`config.mk`:
```
export PLATFORM = sky130hd
export DESIGN_NAME = alu_packet_sequencer
export DESIGN_NICKNAME = d
export VERILOG_FILES = /design/src/rtl/alu_packet_sequencer.sv
export SDC_FILE = /design/constraint.sdc
export NUM_CORES = 1
export LEC_CHECK = 0
export BUFFER_PORTS_ARGS = -buffer_cell sky130_fd_sc_hd__buf_2
export CAP_MARGIN = 5
export CORE_MARGIN = 5
export CORE_UTILIZATION = 41
export CTS_CLUSTER_SIZE = 10
export DETAILED_ROUTE_END_ITERATION = 8
export HOLD_SLACK_MARGIN = 0.08
export PLACE_DENSITY_LB_ADDON = 0.15
export SYNTH_ARGS = -nofsm -noshare
export SYNTH_HDL_FRONTEND = slang
export SYNTH_SLANG_ARGS = --single-unit
```
`constraint.sdc`:
```
create_clock -name clk -period 8.7 [get_ports clk]
set_clock_uncertainty 0.1 [all_clocks]
set_input_delay 0 -clock clk [delete_from_list [all_inputs] [get_ports clk]]
set_output_delay 0 -clock clk [all_outputs]
set_load 0.01 [all_outputs]
```
`src/rtl/alu_packet_sequencer.sv`:
```
// Serial front-end for the 32-bit ALU core: deframes 11-bit frames, assembles B/A,
// validates the command frame (count, CRC4, opcode) and issues one transaction or an error byte.
module alu_packet_sequencer #(
    parameter int unsigned DATA_FRAMES = 8,
    parameter logic [3:0]  CRC_INIT    = 4'h0
) (
    input  logic        clk,
    input  logic        rst_n,
    input  logic        sin,
    output logic [31:0] A,
    output logic [31:0] B,
    output logic [7:0]  CTL,
    output logic        valid,
    output logic        busy
);

    localparam int unsigned CNT_W    = $clog2(DATA_FRAMES + 2);
    localparam int unsigned SLOTS    = 8;
    localparam int unsigned SLOT_W   = 3;
    localparam int unsigned BCNT_W   = 4;
    localparam int unsigned MSG_W    = 68;
    localparam logic [BCNT_W-1:0] STOP_IDX = BCNT_W'(9);
    localparam logic [CNT_W-1:0]  CNT_FULL = CNT_W'(DATA_FRAMES);
    localparam logic [CNT_W-1:0]  CNT_SAT  = CNT_W'(DATA_FRAMES + 1);

    typedef enum logic {
        S_IDLE = 1'b0,
        S_RX   = 1'b1
    } state_t;

    state_t              r_state;
    state_t              w_state_next;
    logic [BCNT_W-1:0]   r_bitcnt;
    logic [8:0]          r_shift;
    logic                w_frame_done;

    logic [CNT_W-1:0]    r_cnt;
    logic                r_err_data;
    logic [7:0]          r_slot [SLOTS];

    logic                r_cmd_pend;
    logic                r_cmd_bad;
    logic [2:0]          r_cmd_op;
    logic [3:0]          r_cmd_crc;

    logic                r_iss_pend;
    logic                r_iss_ok;
    logic [7:0]          r_iss_ctl;

    logic [31:0]         w_shadow_b;
    logic [31:0]         w_shadow_a;
    logic [3:0]          w_crc;
    logic                w_ed;
    logic                w_ec;
    logic                w_eo;
    logic [6:0]          w_err_hi;

    // Serial CRC4, polynomial x^4+x+1, MSB of the message first
    function automatic logic [3:0] crc4_calc(input logic [MSG_W-1:0] msg);
        logic [3:0] c;
        logic       fb;
        c = CRC_INIT;
        for (int i = MSG_W - 1; i >= 0; i--) begin
            fb = c[3] ^ msg[i];
            c  = {c[2:0], 1'b0} ^ (fb ? 4'h3 : 4'h0);
        end
        return c;
    endfunction

    always_ff @(posedge clk or negedge rst_n) begin
        if (!rst_n) begin
            r_state <= S_IDLE;
            busy    <= 1'b0;
        end else begin
            r_state <= w_state_next;
            busy    <= (w_state_next == S_RX);
        end
    end

    always_comb begin
        w_state_next = r_state;
        case (r_state)
            S_IDLE: if (!sin) w_state_next = S_RX;
            S_RX:   if (r_bitcnt == STOP_IDX) w_state_next = S_IDLE;
            default: w_state_next = S_IDLE;
        endcase
    end

    assign w_frame_done = (r_state == S_RX) && (r_bitcnt == STOP_IDX);

    // Bit counter and shift register: after nine RX bits r_shift = {type, d[7:0]}
    always_ff @(posedge clk or negedge rst_n) begin
        if (!rst_n) begin
            r_bitcnt <= '0;
            r_shift  <= '0;
        end else if (r_state == S_IDLE) begin
            r_bitcnt <= '0;
        end else begin
            r_bitcnt <= r_bitcnt + BCNT_W'(1);
            r_shift  <= {r_shift[7:0], sin};
        end
    end

    assign w_shadow_b = {r_slot[0], r_slot[1], r_slot[2], r_slot[3]};
    assign w_shadow_a = {r_slot[4], r_slot[5], r_slot[6], r_slot[7]};
    assign w_crc      = crc4_calc({w_shadow_b, w_shadow_a, 1'b1, r_cmd_op});
    assign w_ed       = (r_cnt != CNT_FULL) || r_err_data || r_cmd_bad;
    assign w_ec       = !w_ed && (w_crc != r_cmd_crc);
    assign w_eo       = !w_ed && !w_ec && r_cmd_op[1];
    assign w_err_hi   = {1'b1, w_ed, w_ec, w_eo, w_ed, w_ec, w_eo};

    // Packet assembly and the evaluation stage one cycle after a command frame
    always_ff @(posedge clk or negedge rst_n) begin
        if (!rst_n) begin
            r_cnt      <= '0;
            r_err_data <= 1'b0;
            for (int i = 0; i < int'(SLOTS); i++) r_slot[i] <= '0;
            r_cmd_pend <= 1'b0;
            r_cmd_bad  <= 1'b0;
            r_cmd_op   <= '0;
            r_cmd_crc  <= '0;
            r_iss_pend <= 1'b0;
            r_iss_ok   <= 1'b0;
            r_iss_ctl  <= '0;
        end else begin
            r_iss_pend <= 1'b0;
            if (r_cmd_pend) begin
                r_iss_pend <= 1'b1;
                r_iss_ok   <= !(w_ed || w_ec || w_eo);
                r_iss_ctl  <= (w_ed || w_ec || w_eo) ? {w_err_hi, ^w_err_hi}
                                                     : {1'b0, r_cmd_op, r_cmd_crc};
                r_cnt      <= '0;
                r_err_data <= 1'b0;
                r_cmd_pend <= 1'b0;
                r_cmd_bad  <= 1'b0;
            end
            if (w_frame_done) begin
                if (r_shift[8]) begin
                    r_cmd_pend <= 1'b1;
                    r_cmd_bad  <= !sin;
                    r_cmd_op   <= r_shift[6:4];
                    r_cmd_crc  <= r_shift[3:0];
                end else if (!sin) begin
                    r_err_data <= 1'b1;
                end else begin
                    if (r_cnt < CNT_W'(SLOTS)) r_slot[r_cnt[SLOT_W-1:0]] <= r_shift[7:0];
                    if (r_cnt != CNT_SAT) r_cnt <= r_cnt + CNT_W'(1);
                end
            end
        end
    end

    // Issue: operands only move on a clean command; CTL always reports the outcome
    always_ff @(posedge clk or negedge rst_n) begin
        if (!rst_n) begin
            A     <= '0;
            B     <= '0;
            CTL   <= 8'hFF;
            valid <= 1'b0;
        end else begin
            valid <= r_iss_pend;
            if (r_iss_pend) begin
                CTL <= r_iss_ctl;
                if (r_iss_ok) begin
                    A <= w_shadow_a;
                    B <= w_shadow_b;
                end
            end
        end
    end

endmodule

```
==> summary.log <==
INFO  outcome        outcome=completed
INFO  finish         final_nets=647
INFO  logic_synthesis synth_common_cells=dfrtp_1 (167), mux2_2 (145), xnor2_1 (69), nand2_1 (29)
INFO  finish         layout_cells_sized_above_1=0.417
INFO  worst_hold_path hold_path_class=in2async
INFO  global_routing grt_util_met1=0.225
INFO  logic_synthesis synth_compound_gate_area_share=0.0230
INFO  timing         clock.fmax=262MHz
INFO  floorplan      num_rows=51
INFO  logic_synthesis synth_edf_count=0
INFO  logic_synthesis ys_warn_count=0
INFO  logic_synthesis postSynth.asyncResetShare=1.00
INFO  floorplan      die_width=149um
INFO  worst_setup_path worstSetupStartpointType=flop
INFO  timing         slew_headroom=0.305
INFO  logic_synthesis synth_seq_area_share=0.552
INFO  timing         timing.final.setup_violations=0
INFO  global_routing grtUsageMet2=0.269
INFO  logic_synthesis post_synth_num_cell_types=39
INFO  worst_setup_path critical_path_required=8.90ns
INFO  timing         rsz0062_at_grt=false
INFO  global_routing largest_net_degree_at_the_start_of_global_routing=93
INFO  timing         hold_violations=0
INFO  global_routing vias_in_the_first_global_route=4,869
INFO  logic_synthesis synth_cells=558
INFO  logic_synthesis synth_ff_type=dfrtp_1
INFO  floorplan      num_io_pins=77
INFO  detailed_routing via_count=4,490
INFO  logic_synthesis synthMuxAreaShare=0.208
INFO  logic_synthesis netlist_top_cells_area=dfrtp_1 (53%), mux2_2 (21%), xnor2_1 (7.6%)
INFO  global_routing grt_most_used_layer=met2
INFO  logic_synthesis yosysTopAreaCellShare=0.525
INFO  timing         layout_worst_path_cycle_share=0.439
INFO  logic_synthesis syn-num-nets=566
INFO  place          io_buffers=76
INFO  finish         area_growth_syn_to_layout=16.3%
INFO  timing         tightest_slew=1.04ns
INFO  clocking       ctsLongestPathBuffers=2
INFO  clocking       root_buffer=clkbuf_16
INFO  global_routing groute.layer.met3.usage=0.0313
INFO  worst_setup_path setup.worst_path.class=reg2reg
INFO  logic_synthesis synth_most_common_cell=dfrtp_1
INFO  detailed_routing drtPass1Iterations=4
INFO  global_routing global_route_wire_length_before_repair=27,900um
INFO  place          dp.final_hpwl=11,900um
INFO  clocking       cts_setup_buffers=0
INFO  logic_synthesis synth_fa_ha_area_frac=0.00786
INFO  clocking       cts_tree=built
INFO  floorplan      effective_utilization_at_floorplan=0.413
INFO  worst_setup_path timing.critical_path.arrival=4.02ns
INFO  clocking       insertion_delay=0.43ns
INFO  global_routing globalRouteTotalUtil=0.166
INFO  worst_setup_path critPathMaxFanout=4
INFO  detailed_routing route.final.wire_length=17,100um
INFO  global_routing gr-total-overflow=0
INFO  timing         finalWorstPathRequiredPeriod=3.82ns
INFO  worst_setup_path critPathCaptureType=flop
INFO  floorplan      die_height=149um
INFO  clocking       ctsHoldBuffers=2
INFO  place          routabilityCongestion=0.764
INFO  logic_synthesis postSynthRegisterBits=175
INFO  logic_synthesis synth_top_family_by_area=multiplexers
INFO  detailed_routing avgRoutedWirePerCell=18.7um
INFO  logic_synthesis synth_xor_xnor_area_share=0.159
INFO  floorplan      fp.coreArea=19,300squm
INFO  clocking       post_cts_resize_count=0
INFO  clocking       clk_transition_reported_paths=0.07ns
INFO  clocking       clock_tree.htree_level_count=4
INFO  global_routing grt_antenna_before_repair=0
INFO  detailed_routing detail_route.drc_violations=0
INFO  logic_synthesis synth_largest_area_cell=dfrtp_1
INFO  logic_synthesis syn_area_per_cell=14.3squm
INFO  detailed_routing final_antenna_net_count=0
INFO  finish         antennaDiodeCount=0
INFO  logic_synthesis syn-cell-area=7960squm
INFO  detailed_routing dr.first_iter.drc_count=229
INFO  floorplan      die_area=22,300squm
INFO  logic_synthesis synth-simple-area-share=0.0371
INFO  timing         final_max_slew_viol_count=0
INFO  job            maxCapViolations=0
INFO  detailed_routing route.detailed.vias_per_inst=4.90
INFO  clocking       cts_num_sinks=175
INFO  timing         final.setup.tns=0ns
INFO  finish         fillers=1,740
INFO  clocking       clock_buffer_count_from_cts=17
-- sequential cells by signal, indices dropped and copies added (netlist names), 3 cells and up --
signal,flops
r_cmd_crc,4
r_cmd_op,3
r_bitcnt,4
r_iss_ctl,8
r_cnt,4
r_slot,64
B,32
CTL,8
A,32
r_shift,9
-- final cells by class --
type                    instances  area, sq um  area share
clock buffers                  23          468      0.0506
inverters                       8         30.0     0.00324
well taps                     265          332      0.0358
multi-input cells             354         3460       0.374
flip-flops and latches        175         4390       0.474
clock inverters                 9          133      0.0143
repair buffers                 83          444      0.0480
-- metrics by stage --
| step | hold WS (ns) | cells | utilization | worst slack, ns | instance area, sq um |
|---|---|---|---|---|---|
| after floorplan | -0.396 | 558 | - | 5.21 | 7960 |
| after global placement | 0.0411 | 882 | 0.448 | 5.01 | 8630 |
| after detailed placement | 0.0549 | 882 | 0.448 | 4.88 | 8630 |
| after CTS | 0.170 | 916 | 0.480 | 4.85 | 9250 |
| after global routing | 0.225 | 917 | 0.480 | 4.65 | 9260 |
| final | 0.119 | 917 | 0.480 | 4.88 | 9260 |
-- worst max-delay path, stage by stage (launching register included) --
cell,delay (ns)
dfrtp_1,0.41
xor2_1,0.19
xnor2_1,0.37
xnor3_1,0.51
xnor2_2,0.18
xnor2_1,0.40
xor2_1,0.28
xnor3_1,0.47
or3_4,0.37
a221oi_1,0.31
o2bb2ai_1,0.09
-- cells by family after synthesis --
family | after synthesis
AO/OA/AOI/OAI | 25
XOR/XNOR | 111
adder cells (fa/ha/maj) | 5
buffers and inverters | 29
flip-flops | 175
multiplexers | 147
AND/OR/NAND/NOR | 66
-- final timing paths --
path                        startpoint            to  slack, ns  cells after the start
max                         r_slot[52]  r_iss_ctl[2]       4.88                     10
min                              rst_n          B[2]       0.12                      2
max reg2reg                 r_slot[52]  r_iss_ctl[2]       4.88                     10
min reg2reg                r_bitcnt[0]   r_bitcnt[0]       0.39                      1
max in group asynchronous        rst_n    r_shift[3]       6.75                      3
min in group clk                   sin       r_state       0.27                      3
-- layout by cell type, fill, tap and decap left out, types with 4 or more instances in the layout --
cell type and instances:
xor2_1 20, xnor3_1 14, buf_2 75, nor3_1 5, nand3_1 5, a21oi_1 4, nand2_1 28, clkbuf_16 17
dfstp_2 8, dfrtp_1 167, inv_1 7, clkbuf_1 4, xnor2_1 69, ha_1 5, nor2_1 17, buf_4 4
mux2_2 145, o21ai_0 7
-- layer usage --
metal | vias to the layer above | wire length [um]
met5 | - | 0
met3 | 25 | 479
met4 | 0 | 292
met1 | 2301 | 8010
met2 | 80 | 8360
li1 | 2084 | -
Power is not shown: default switching activity piles up to over one toggle a cycle in this logic, so the estimate is an artifact.
